`src/rtl/cl_mem_arbiter_pkg.sv`:
```
// Shared definitions for the cache-line memory arbiter: FSM state and
// owner encodings, the default watchdog limit and a small owner helper.
package cl_mem_arbiter_pkg;

  typedef enum logic [1:0] {
    IDLE  = 2'd0,
    ISSUE = 2'd1,
    RESP  = 2'd2
  } state_e;

  typedef enum logic {
    OWN_I = 1'b0,
    OWN_D = 1'b1
  } owner_e;

  localparam int DEF_XLEN           = 64;
  localparam int DEF_CLSIZE         = 256;
  localparam int DEF_TIMEOUT_CYCLES = 4096;

  // The requester that is not `o`; used to advance the round-robin pointer.
  function automatic owner_e other_side(input owner_e o);
    return (o == OWN_I) ? OWN_D : OWN_I;
  endfunction

endpackage

```
`src/rtl/cl_mem_arbiter_if.sv`:
```
// Bundle of the I-side, D-side and memory-side line ports of the arbiter.
// The slave modport is the arbiter's view; master is the environment's view
// (caches, atomic unit and memory controller together).
interface cl_mem_arbiter_if #(
  parameter int XLEN   = 64,
  parameter int CLSIZE = 256
);
  // I-cache refill path (read only)
  logic              i_strobe_i;
  logic [XLEN-1:0]   i_addr_i;
  logic              i_done_o;
  logic [CLSIZE-1:0] i_data_o;
  // D-cache / atomic unit path
  logic              d_strobe_i;
  logic [XLEN-1:0]   d_addr_i;
  logic              d_rw_i;
  logic [CLSIZE-1:0] d_data_i;
  logic              d_done_o;
  logic [CLSIZE-1:0] d_data_o;
  // Memory controller line port
  logic              m_strobe_o;
  logic [XLEN-1:0]   m_addr_o;
  logic              m_rw_o;
  logic [CLSIZE-1:0] m_data_o;
  logic              m_done_i;
  logic [CLSIZE-1:0] m_data_i;

  modport slave (
    input  i_strobe_i, i_addr_i, d_strobe_i, d_addr_i, d_rw_i, d_data_i,
           m_done_i, m_data_i,
    output i_done_o, i_data_o, d_done_o, d_data_o,
           m_strobe_o, m_addr_o, m_rw_o, m_data_o
  );

  modport master (
    output i_strobe_i, i_addr_i, d_strobe_i, d_addr_i, d_rw_i, d_data_i,
           m_done_i, m_data_i,
    input  i_done_o, i_data_o, d_done_o, d_data_o,
           m_strobe_o, m_addr_o, m_rw_o, m_data_o
  );
endinterface

```
`src/rtl/cl_arb_pick.sv`:
```
// Two-input grant selector. With MEM_ARB_RR_EN defined it arbitrates
// round-robin using a pointer to the side favoured on the next tie; without
// it, D has fixed priority over I and no state is kept.
module cl_arb_pick
  import cl_mem_arbiter_pkg::*;
(
`ifdef MEM_ARB_RR_EN
  input  logic   clk_i,
  input  logic   rst_i,
  input  logic   grant_en,
`endif
  input  logic   i_req,
  input  logic   d_req,
  output owner_e winner
);

`ifdef MEM_ARB_RR_EN
  owner_e rr_q;

  // Tie goes to the pointed-at side; a lone requester always wins.
  // NOTE: always_comb assigns every output on every path, so no latch is inferred.
  always_comb begin
    winner = OWN_D;
    if (i_req && d_req) winner = rr_q;
    else if (i_req)     winner = OWN_I;
    else if (d_req)     winner = OWN_D;
  end

  // Pointer moves to the loser of each grant, so the next tie favours it.
  // NOTE: sequential state uses non-blocking (<=) so all flops update together.
  always_ff @(posedge clk_i or negedge rst_i) begin
    if (!rst_i)        rr_q <= OWN_I;
    else if (grant_en) rr_q <= other_side(winner);
  end
`else
  // Fixed priority: D first; I only when D is idle.
  always_comb begin
    winner = OWN_D;
    if (d_req)      winner = OWN_D;
    else if (i_req) winner = OWN_I;
  end
`endif

endmodule

```
`src/rtl/cl_mem_arbiter.sv`:
```
// Two-port cache-line memory arbiter: serialises I-refill and D-side line
// transactions onto one memory port, routes completion and read data back to
// the granted side only, and raises a sticky watchdog flag when the memory
// port stays outstanding too long. Arbitration policy selected by
// MEM_ARB_RR_EN (round-robin when defined, D-over-I fixed priority otherwise).
module cl_mem_arbiter
  import cl_mem_arbiter_pkg::*;
#(
  parameter int XLEN           = DEF_XLEN,
  parameter int CLSIZE         = DEF_CLSIZE,
  parameter int TIMEOUT_CYCLES = DEF_TIMEOUT_CYCLES
) (
  input  logic            clk_i,
  input  logic            rst_i,
  cl_mem_arbiter_if.slave bus,
  output logic            timeout_o
);

  state_e            state_q, state_d;
  owner_e            owner_q, winner;
  logic              any_req, grant;
  logic              m_strobe, i_done, d_done;
  logic [XLEN-1:0]   m_addr_q;
  logic              m_rw_q;
  logic [CLSIZE-1:0] m_data_q, i_data_q, d_data_q;

  assign any_req = bus.i_strobe_i | bus.d_strobe_i;
  assign grant   = (state_q == IDLE) && any_req;

  cl_arb_pick u_pick (
`ifdef MEM_ARB_RR_EN
    .clk_i    (clk_i),
    .rst_i    (rst_i),
    .grant_en (grant),
`endif
    .i_req    (bus.i_strobe_i),
    .d_req    (bus.d_strobe_i),
    .winner   (winner)
  );

  // FSM state register.
  always_ff @(posedge clk_i or negedge rst_i) begin
    if (!rst_i) state_q <= IDLE;
    else        state_q <= state_d;
  end

  // Next state and handshake outputs; RESP never grants, giving the owner a
  // cycle to drop its strobe.
  always_comb begin
    state_d  = state_q;
    m_strobe = 1'b0;
    i_done   = 1'b0;
    d_done   = 1'b0;
    unique case (state_q)
      IDLE:  if (any_req) state_d = ISSUE;
      ISSUE: begin
        m_strobe = 1'b1;
        if (bus.m_done_i) state_d = RESP;
      end
      RESP: begin
        i_done  = (owner_q == OWN_I);
        d_done  = (owner_q == OWN_D);
        state_d = IDLE;
      end
      default: state_d = IDLE;
    endcase
  end

  // Request latch: requester inputs are only sampled at the grant edge.
  // NOTE: wide data registers get a reset too, since they drive ports whose
  // reset value is observable; there is no storage array here to leave unreset.
  always_ff @(posedge clk_i or negedge rst_i) begin
    if (!rst_i) begin
      owner_q  <= OWN_I;
      m_addr_q <= '0;
      m_rw_q   <= 1'b0;
      m_data_q <= '0;
    end else if (grant) begin
      owner_q <= winner;
      if (winner == OWN_D) begin
        m_addr_q <= bus.d_addr_i;
        m_rw_q   <= bus.d_rw_i;
        m_data_q <= bus.d_data_i;
      end else begin
        m_addr_q <= bus.i_addr_i;
        m_rw_q   <= 1'b0;
        m_data_q <= '0;
      end
    end
  end

  // Response capture into the owner's register; m_done_i outside ISSUE is ignored.
  always_ff @(posedge clk_i or negedge rst_i) begin
    if (!rst_i) begin
      i_data_q <= '0;
      d_data_q <= '0;
    end else if ((state_q == ISSUE) && bus.m_done_i) begin
      if (owner_q == OWN_D) d_data_q <= bus.m_data_i;
      else                  i_data_q <= bus.m_data_i;
    end
  end

  assign bus.m_strobe_o = m_strobe;
  assign bus.m_addr_o   = m_addr_q;
  assign bus.m_rw_o     = m_rw_q;
  assign bus.m_data_o   = m_data_q;
  assign bus.i_done_o   = i_done;
  assign bus.i_data_o   = i_data_q;
  assign bus.d_done_o   = d_done;
  assign bus.d_data_o   = d_data_q;

  generate
    if (TIMEOUT_CYCLES > 0) begin : g_wdog
      localparam int CW = $clog2(TIMEOUT_CYCLES + 1);
      logic [CW-1:0] cnt_q;
      logic          timeout_q;

      // Watchdog: restart at each grant, count ISSUE cycles without
      // completion, set the sticky flag at the limit; no abort.
      always_ff @(posedge clk_i or negedge rst_i) begin
        if (!rst_i) begin
          cnt_q     <= '0;
          timeout_q <= 1'b0;
        end else if (grant) begin
          cnt_q <= '0;
        end else if ((state_q == ISSUE) && !bus.m_done_i && !timeout_q) begin
          if (cnt_q == CW'(TIMEOUT_CYCLES - 1)) timeout_q <= 1'b1;
          else                                  cnt_q     <= cnt_q + CW'(1);
        end
      end

      assign timeout_o = timeout_q;
    end else begin : g_no_wdog
      assign timeout_o = 1'b0;
    end
  endgenerate

endmodule

```
`src/flat_wrapper.sv`:
```
// flat-port wrapper written by rule: the top's interface ports become plain ports
module cl_mem_arbiter_flat import cl_mem_arbiter_pkg::*;
#(
  parameter int XLEN           = DEF_XLEN,
  parameter int CLSIZE         = DEF_CLSIZE,
  parameter int TIMEOUT_CYCLES = DEF_TIMEOUT_CYCLES
)
  (clk_i, rst_i, timeout_o, bus_i_strobe_i, bus_i_addr_i, bus_d_strobe_i, bus_d_addr_i, bus_d_rw_i, bus_d_data_i, bus_m_done_i, bus_m_data_i, bus_i_done_o, bus_i_data_o, bus_d_done_o, bus_d_data_o, bus_m_strobe_o, bus_m_addr_o, bus_m_rw_o, bus_m_data_o);
  cl_mem_arbiter_if #(.XLEN(XLEN), .CLSIZE(CLSIZE)) bus_i ();
  input  logic clk_i;
  input  logic rst_i;
  output logic timeout_o;
  input wire logic [$bits(bus_i.i_strobe_i)-1:0] bus_i_strobe_i;
  input wire logic [$bits(bus_i.i_addr_i)-1:0] bus_i_addr_i;
  input wire logic [$bits(bus_i.d_strobe_i)-1:0] bus_d_strobe_i;
  input wire logic [$bits(bus_i.d_addr_i)-1:0] bus_d_addr_i;
  input wire logic [$bits(bus_i.d_rw_i)-1:0] bus_d_rw_i;
  input wire logic [$bits(bus_i.d_data_i)-1:0] bus_d_data_i;
  input wire logic [$bits(bus_i.m_done_i)-1:0] bus_m_done_i;
  input wire logic [$bits(bus_i.m_data_i)-1:0] bus_m_data_i;
  output wire logic [$bits(bus_i.i_done_o)-1:0] bus_i_done_o;
  output wire logic [$bits(bus_i.i_data_o)-1:0] bus_i_data_o;
  output wire logic [$bits(bus_i.d_done_o)-1:0] bus_d_done_o;
  output wire logic [$bits(bus_i.d_data_o)-1:0] bus_d_data_o;
  output wire logic [$bits(bus_i.m_strobe_o)-1:0] bus_m_strobe_o;
  output wire logic [$bits(bus_i.m_addr_o)-1:0] bus_m_addr_o;
  output wire logic [$bits(bus_i.m_rw_o)-1:0] bus_m_rw_o;
  output wire logic [$bits(bus_i.m_data_o)-1:0] bus_m_data_o;
  assign bus_i.i_strobe_i = bus_i_strobe_i;
  assign bus_i.i_addr_i = bus_i_addr_i;
  assign bus_i.d_strobe_i = bus_d_strobe_i;
  assign bus_i.d_addr_i = bus_d_addr_i;
  assign bus_i.d_rw_i = bus_d_rw_i;
  assign bus_i.d_data_i = bus_d_data_i;
  assign bus_i.m_done_i = bus_m_done_i;
  assign bus_i.m_data_i = bus_m_data_i;
  assign bus_i_done_o = bus_i.i_done_o;
  assign bus_i_data_o = bus_i.i_data_o;
  assign bus_d_done_o = bus_i.d_done_o;
  assign bus_d_data_o = bus_i.d_data_o;
  assign bus_m_strobe_o = bus_i.m_strobe_o;
  assign bus_m_addr_o = bus_i.m_addr_o;
  assign bus_m_rw_o = bus_i.m_rw_o;
  assign bus_m_data_o = bus_i.m_data_o;
  cl_mem_arbiter #(.XLEN(XLEN), .CLSIZE(CLSIZE), .TIMEOUT_CYCLES(TIMEOUT_CYCLES)) u_core (.clk_i(clk_i), .rst_i(rst_i), .bus(bus_i), .timeout_o(timeout_o));
endmodule
```
`config.mk`:
```
export PLATFORM = sky130hd
export DESIGN_NAME = cl_mem_arbiter_flat
export DESIGN_NICKNAME = d
export VERILOG_FILES = /design/src/rtl/cl_mem_arbiter_pkg.sv /design/src/rtl/cl_mem_arbiter_if.sv /design/src/rtl/cl_arb_pick.sv /design/src/rtl/cl_mem_arbiter.sv /design/src/flat_wrapper.sv
export SDC_FILE = /design/constraint.sdc
export NUM_CORES = 1
export LEC_CHECK = 0
export CAP_MARGIN = 20
export CORE_AREA = 2 2 580 582
export DETAILED_ROUTE_END_ITERATION = 6
export DIE_AREA = 0 0 582 584
export GPL_ROUTABILITY_DRIVEN = 0
export GPL_TIMING_DRIVEN = 1
export PLACE_DENSITY_LB_ADDON = 0.12
export REMOVE_ABC_BUFFERS = 1
export SLEW_MARGIN = 20
export SYNTH_ARGS = -nofsm -noshare
export SYNTH_HDL_FRONTEND = slang
export SYNTH_SLANG_ARGS = --single-unit
```
`constraint.sdc`:
```
create_clock -name clk_i -period 4.95 [get_ports clk_i]
set_clock_uncertainty 0.15 [all_clocks]
set_input_delay 0.495 -clock clk_i [delete_from_list [all_inputs] [get_ports clk_i]]
set_output_delay 0.495 -clock clk_i [all_outputs]
set_load 0.02 [all_outputs]
```
==> impl_metrics.csv, run 1 <==
group,metric,value,unit
pwr,vdd_drop_max,0.198,mV
sta,setup_viol,0,
worst_setup_path,path_max_fanout,53,
route,drt-initial-drc-count,877,
final_layout,drive_above_1_share,6.84,%
worst_setup_path,worstSetupEndpointType,"register",
final_layout,nFillCells,36400,
worst_setup_path,path_class,"register to register",
worst_setup_path,crit_slowest_cell,"buf_4",
pwr,power_frac_clock,22.1,%
placed_design,dpl_cell_area,52000,um^2
pwr,power.share.combinational,48.0,%
synth,ys_seq_area_share,67.2,%
floorplanning,design.core.area,333000,um^2
route,drtPass1Iterations,4,
final_layout,stdcell_area,56100,um^2
run,max-cap-violations,0,
synth,async_flop_share,100,%
placed_design,hpwl,180000,um
clocking,h-tree-depth,4,
min_path,worst_hold_path_type,"primary input to asynchronous set/reset pin",
pwr,p_leak,22.2,nW
pwr,sw_frac_of_total,41.2,%
final_layout,syn2layout_area_growth,77.5,%
route,routed_via_density,3.04,
route,drc_errors,0,
route,post_drt_wl_per_cell,27.2,um
grt,grt_pass1_wl,280000,um
synth,dominantRegCellSynth,"dfrtp_1",
pwr,p_total,42.0,mW
worst_setup_path,path_cells,"nor2b_1 -> and2_1 -> nor2b_4 -> buf_12 -> buf_4 -> mux2_1",
grt,grt_use_total,12.4,%
sta,fin_hold_ws,87.0,ps
placed_design,post-place-cells,7807,
sta,min_period,2820,ps
worst_setup_path,required,5430,ps
synth,synth_warnings,0,
route,num_vias,24400,
final_layout,final_common_cell,"clkdlybuf4s50_1",
final_layout,seq_area,21300,um^2
sta,worst_slack,2130,ps
floorplanning,die_h,584,um
floorplanning,start_util,9.50,%
clocking,ctsLongestPathBuffers,4,
clocking,cts-resized-gates,0,
grt,grt_max_degree,125,
route,finalWirelength,219000,um
final_layout,nets,4204,
clocking,cts_tree,"yes",
clocking,clk_pin_slew,60,ps
final_layout,final_cell_mix,"clkdlybuf4s50_1 (1481), dfrtp_1 (850), mux2_1 (512), a22o_1 (257), clkbuf_16 (137)",
pwr,p_per_area,747,nW/um^2
clocking,cts_root_buf,"clkbuf_16",
pwr,seqPwrFrac,29.9,%
pwr,power_switching,17.3,mW
grt,antenna_found_initial,143,
clocking,clk_latency,760,ps
sta,tightest_slew,1000,ps
worst_setup_path,slowest_delay,540,ps
sta,finalCritPeriodShare,57.0,%
grt,overflow,0,
clocking,cts_inserted_buffers,134,
clocking,numClockSinks,850,
worst_setup_path,start_kind,"register",
sta,rsz0062_at_grt,"false",
final_layout,multi_input_area,9700,um^2
worst_setup_path,rr_worst_depth,6,
clocking,post_cts_buffers,0,
synth,synth_edf_count,0,
synth,syn-mean-instance-area,15.7,um^2
floorplanning,fp-row-count,212,
pwr,internal_power,24.7,mW
grt,grt_pass1_vias,25800,
floorplanning,die-area,340000,um^2
status,outcome,"complete, no violations",
synth,ys_ff_latch,850,
placed_design,pre_cts_slack,1560,ps
sta,drv_slew,0,
floorplanning,ios,1483,
synth,syn_area,31600,um^2
placed_design,port_buffers,1482,
synth,syn_inst,2016,
route,antenna_left,0,
synth,synth.distinct_cells,42,
sta,final_hold_viol_count,0,
final_layout,fin_cells,8044,
worst_setup_path,arrival,3300,ps
sta,max_freq,354,MHz
sta,slew_headroom,32.8,%
floorplanning,die_w,582,um
==> stage by stage <==
step | setup TNS (ps) | util (%)
final | 0 | 16.9
after global routing | 0 | 16.9
after global placement | 0 | 15.6
after CTS | 0 | 16.9
after floorplan | -4258960 | -
after detailed placement | 0 | 15.6
==> synthesized netlist by cell type (2+ instances only) <==
library cell | instances | area share [%]
dfrtp_1 | 850 | 67
buf_2 | 44 | 0.70
clkbuf_1 | 49 | 0.58
a22o_1 | 257 | 7.1
and4_1 | 2 | 0.055
nor2b_1 | 4 | 0.079
a211oi_1 | 4 | 0.095
nand3_1 | 3 | 0.047
nand4_1 | 3 | 0.059
buf_4 | 26 | 0.62
and2_1 | 3 | 0.059
a31oi_1 | 2 | 0.040
o21ai_0 | 2 | 0.032
o21ai_1 | 65 | 1.0
nand2_1 | 69 | 0.82
nor2_1 | 3 | 0.036
buf_1 | 16 | 0.19
a21oi_1 | 3 | 0.047
or4_1 | 3 | 0.071
o31ai_1 | 5 | 0.12
o211ai_1 | 2 | 0.047
mux2_1 | 512 | 18
inv_1 | 5 | 0.059
mux2i_1 | 66 | 2.1
==> power groups by stage <==
stage | combinational, mW | clock, mW | sequential (mW)
after floorplan | 4.42 | 0 | 16.4
after global placement | 21.0 | 0 | 12.7
after detailed placement | 21.0 | 0 | 12.7
after CTS | 21.0 | 9.78 | 12.6
after global routing | 21.2 | 10.0 | 13.0
final | 20.1 | 9.28 | 12.5
==> worst paths after layout <==
| check | from | endpoint | slack, ps |
|---|---|---|---|
| worst max-delay path | u_core.state_q[1]$_DFFE_PN0P_ | u_core.bus.i_data_o[19]$_DFFE_PN0P_ | 2130 |
| worst max register to register | u_core.state_q[1]$_DFFE_PN0P_ | u_core.bus.i_data_o[19]$_DFFE_PN0P_ | 2130 |
| worst min-delay path | rst_i | u_core.bus.m_data_o[147]$_DFFE_PN0P_ | 90 |
| min in group clk_i | bus_d_data_i[37] | u_core.bus.m_data_o[37]$_DFFE_PN0P_ | 140 |
| worst min register to register | u_core.bus.i_data_o[134]$_DFFE_PN0P_ | u_core.bus.i_data_o[134]$_DFFE_PN0P_ | 330 |
| max in group asynchronous | rst_i | u_core.bus.d_data_o[224]$_DFFE_PN0P_ | 3150 |
==> cell families (layout without fill, tap and decap cells) <==
kind of cell	Yosys count	count (layout)	share of synthesized area, %
other	0	15	0
and+or+nand+nor	99	99	1.49
DFF	850	850	67.2
muxes	578	578	20.3
buffers and inverters	141	1767	2.18
adders and majority gates	1	1	0.0396
AOI/OAI and AO/OA	347	347	8.73
==> what timing repair did <==
action,in CTS,in global routing
setup endpoints to repair,0,0
hold buffers,1,0
endpoints found under the hold margin,39,0
==> routing by layer <==
layer | track usage, % | wire [um] | vias up
met5 | 0 | 862 | -
met1 | 12.2 | 74100 | 12200
met4 | 2.39 | 4480 | 138
met3 | 5.51 | 21500 | 387
met2 | 23.7 | 118000 | 1203
li1 | - | - | 10600
==> critical path, delay by kind of cell (launching register included) <==
family / cells / cell delay, ps
buffers and inverters: 2 / 840
flip-flops: 1 / 450
multiplexers: 1 / 380
AND/OR/NAND/NOR: 3 / 660
==> area by class of cell <==
| class | count | share of cell area [%] |
|---|---|---|
| sequential | 850 | 37.9 |
| timing repair buffer | 1541 | 27.6 |
| multi-input combinational | 1025 | 17.3 |
| tap | 4387 | 9.78 |
| clock buffer | 196 | 6.86 |
| clock inverter | 25 | 0.459 |
| antenna | 15 | 0.0669 |
| inverter | 5 | 0.0334 |
==> flip-flops by register name, indices dropped and copies added, names as in the netlist <==
| register | cells |
|---|---|
| u_core.bus.m_addr_o | 64 |
| u_core.bus.d_data_o | 256 |
| u_core.bus.m_data_o | 256 |
| u_core.timeout_o | 1 |
| u_core.state_q | 2 |
| u_core.g_wdog.cnt_q | 13 |
| u_core.bus.i_data_o | 256 |
| u_core.bus.m_rw_o | 1 |
| u_core.owner_q | 1 |
Note: power is estimated with default switching activity, not from simulation.
==> run 2, diff against run 1 <==
==> constraint.sdc (replaced) <==
create_clock -name clk_i -period 2.3 [get_ports clk_i]
set_clock_uncertainty 0.15 [all_clocks]
set_input_delay 0.23 -clock clk_i [delete_from_list [all_inputs] [get_ports clk_i]]
set_output_delay 0.23 -clock clk_i [all_outputs]
set_load 0.02 [all_outputs]
==> impl_metrics.csv, run 2 (synthesis results as in run 1) <==
group,metric,value,unit
status,outcome,"finished with violations",
status,violations,"setup timing",
floorplanning,start_util,9.50,%
sta,min_period,2320,ps
worst_setup_path,required,2850,ps
clocking,cts_root_buf,"clkbuf_16",
pwr,p_per_area,1400,nW/um^2
clocking,clk_pin_slew,60,ps
final_layout,nFillCells,36200,
placed_design,hpwl,185000,um
route,num_vias,27300,
final_layout,final_cell_mix,"dfrtp_1 (845), clkdlybuf4s50_1 (794), dlygate4sd3_1 (627), dlygate4sd2_1 (614), mux2_1 (306)",
worst_setup_path,crit_slowest_cell,"dfrtp_2",
worst_setup_path,slowest_delay,480,ps
grt,grt_use_total,12.9,%
sta,max_freq,430,MHz
sta,finalSetupTns,-54.2,ps
floorplanning,fp-row-count,212,
worst_setup_path,cpMostUsedCell,"nor2b_4",
route,drtPass1Iterations,5,
clocking,cts_tree,"yes",
grt,grt_pass1_wl,298000,um
worst_setup_path,worstSetupEndpointType,"register",
worst_setup_path,path_cells,"nor2b_4 -> and2_4 -> nor2b_4 -> buf_4 -> buf_6 -> buf_16 -> buf_12 -> clkbuf_16 -> mux2_1",
clocking,numClockSinks,850,
route,drc_errors,0,
placed_design,port_buffers,1482,
worst_setup_path,start_kind,"register",
sta,tightest_slew,583,ps
route,post_drt_wl_per_cell,25.7,um
sta,setup_viol,5,
worst_setup_path,path_class,"register to register",
run,max-cap-violations,0,
final_layout,syn2layout_area_growth,106,%
min_path,worst_hold_path_type,"primary input to register",
sta,rsz0062_at_grt,"true",
clocking,cts_inserted_buffers,125,
route,antenna_left,0,
final_layout,nets,4986,
final_layout,final_common_cell,"dfrtp_1",
worst_setup_path,path_max_fanout,8,
placed_design,dpl_cell_area,53100,um^2
grt,antenna_found_initial,134,
floorplanning,die_w,582,um
grt,grt_max_degree,84,
pwr,p_leak,28.5,nW
floorplanning,die_h,584,um
route,finalWirelength,227000,um
floorplanning,die-area,340000,um^2
sta,slew_headroom,61.1,%
final_layout,drive_above_1_share,15.0,%
sta,finalCritPeriodShare,101,%
worst_setup_path,arrival,2870,ps
sta,drv_slew,0,
clocking,h-tree-depth,3,
grt,grt_pass1_vias,29700,
grt,overflow,0,
floorplanning,design.core.area,333000,um^2
pwr,vdd_drop_max,0.583,mV
floorplanning,ios,1483,
final_layout,stdcell_area,65300,um^2
route,drt-initial-drc-count,1001,
clocking,clk_latency,820,ps
pwr,p_total,91.4,mW
clocking,ctsLongestPathBuffers,4,
sta,final_hold_viol_count,0,
sta,worst_slack,-24.2,ps
route,routed_via_density,3.09,
==> run 2: cell types whose count changed in the layout (fill, tap and decap cells not counted), sizes merged, moves of 25 or more <==
| cell | change |
|---|---|
| clkdlybuf4s50 | -687 |
| diode | +25 |
| dlygate4sd3 | +626 |
| dlygate4sd2 | +614 |
| clkdlybuf4s15 | +32 |
| buf | +184 |
==> run 2: what timing repair did <==
action,CTS,global route
hold endpoints to repair,1662,0
gates cloned,34,6
setup buffers,47,13
hold buffers,628,0
setup endpoints to repair,1156,459
resized for setup,991,81
==> run 2: where the power goes <==
group	total (mW)	switching (mW)	internal [mW]
combinational	45.1	25.9	19.2
clock	19.1	7.76	11.3
sequential	27.2	4.73	22.4
total	91.4	38.4	53.0
==> run 2: final cells by class <==
type	instances	area [um^2]	share of cell area, %
inverter	5	18.8	0.0288
sequential	850	21300	32.6
timing repair buffer	2332	23900	36.7
multi-input combinational	1025	10500	16.1
tap	4387	5490	8.41
clock inverter	35	428	0.656
clock buffer	185	3540	5.43
antenna	40	100	0.153
==> run 2: layer usage <==
layer  GRT usage [%]  routed length [um]  up-vias
li1                -                   -    12200
met1            13.5               82300    13600
met2            24.9              123000     1143
met3            4.56               17900      342
met4            2.14                3850      106
met5               0                 655        -
==> run 2: metrics by stage <==
| step | cells | hold slack, ps | utilization [%] | worst slack [ps] |
|---|---|---|---|---|
| final | 8859 | 76.5 | 19.6 | -24.2 |
| after global routing | 8848 | 16.5 | 19.6 | -126 |
| after CTS | 8821 | 1.23 | 19.6 | -228 |
| after detailed placement | 7898 | -0.140 | 15.9 | -312 |
| after global placement | 7898 | -0.963 | 15.9 | -325 |
| after floorplan | 1880 | -216 | - | -11620 |
==> run 2: final timing paths <==
path / startpoint / to / slack [ps] / cells past startpoint
hold reg to reg: u_core.bus.m_addr_o[10]$_DFFE_PN0P_ / u_core.bus.m_addr_o[10]$_DFFE_PN0P_ / 320 / 2
setup reg to reg: u_core.state_q[1]$_DFFE_PN0P_ / u_core.bus.i_data_o[99]$_DFFE_PN0P_ / -20 / 9
max in group asynchronous: rst_i / u_core.bus.d_data_o[152]$_DFFE_PN0P_ / 540 / 6
hold / removal: bus_m_data_i[44] / u_core.bus.i_data_o[44]$_DFFE_PN0P_ / 80 / 2
min in group asynchronous: rst_i / u_core.bus.m_data_o[125]$_DFFE_PN0P_ / 410 / 4
setup / recovery: u_core.state_q[1]$_DFFE_PN0P_ / u_core.bus.i_data_o[99]$_DFFE_PN0P_ / -20 / 9
==> run 2: worst max-delay path: cells and delay by family (launching register included) <==
kind / cells / cell delay (ps)
buffers and inverters: 5 / 720
multiplexers: 1 / 320
AND/OR/NAND/NOR: 3 / 510
flip-flops: 1 / 480
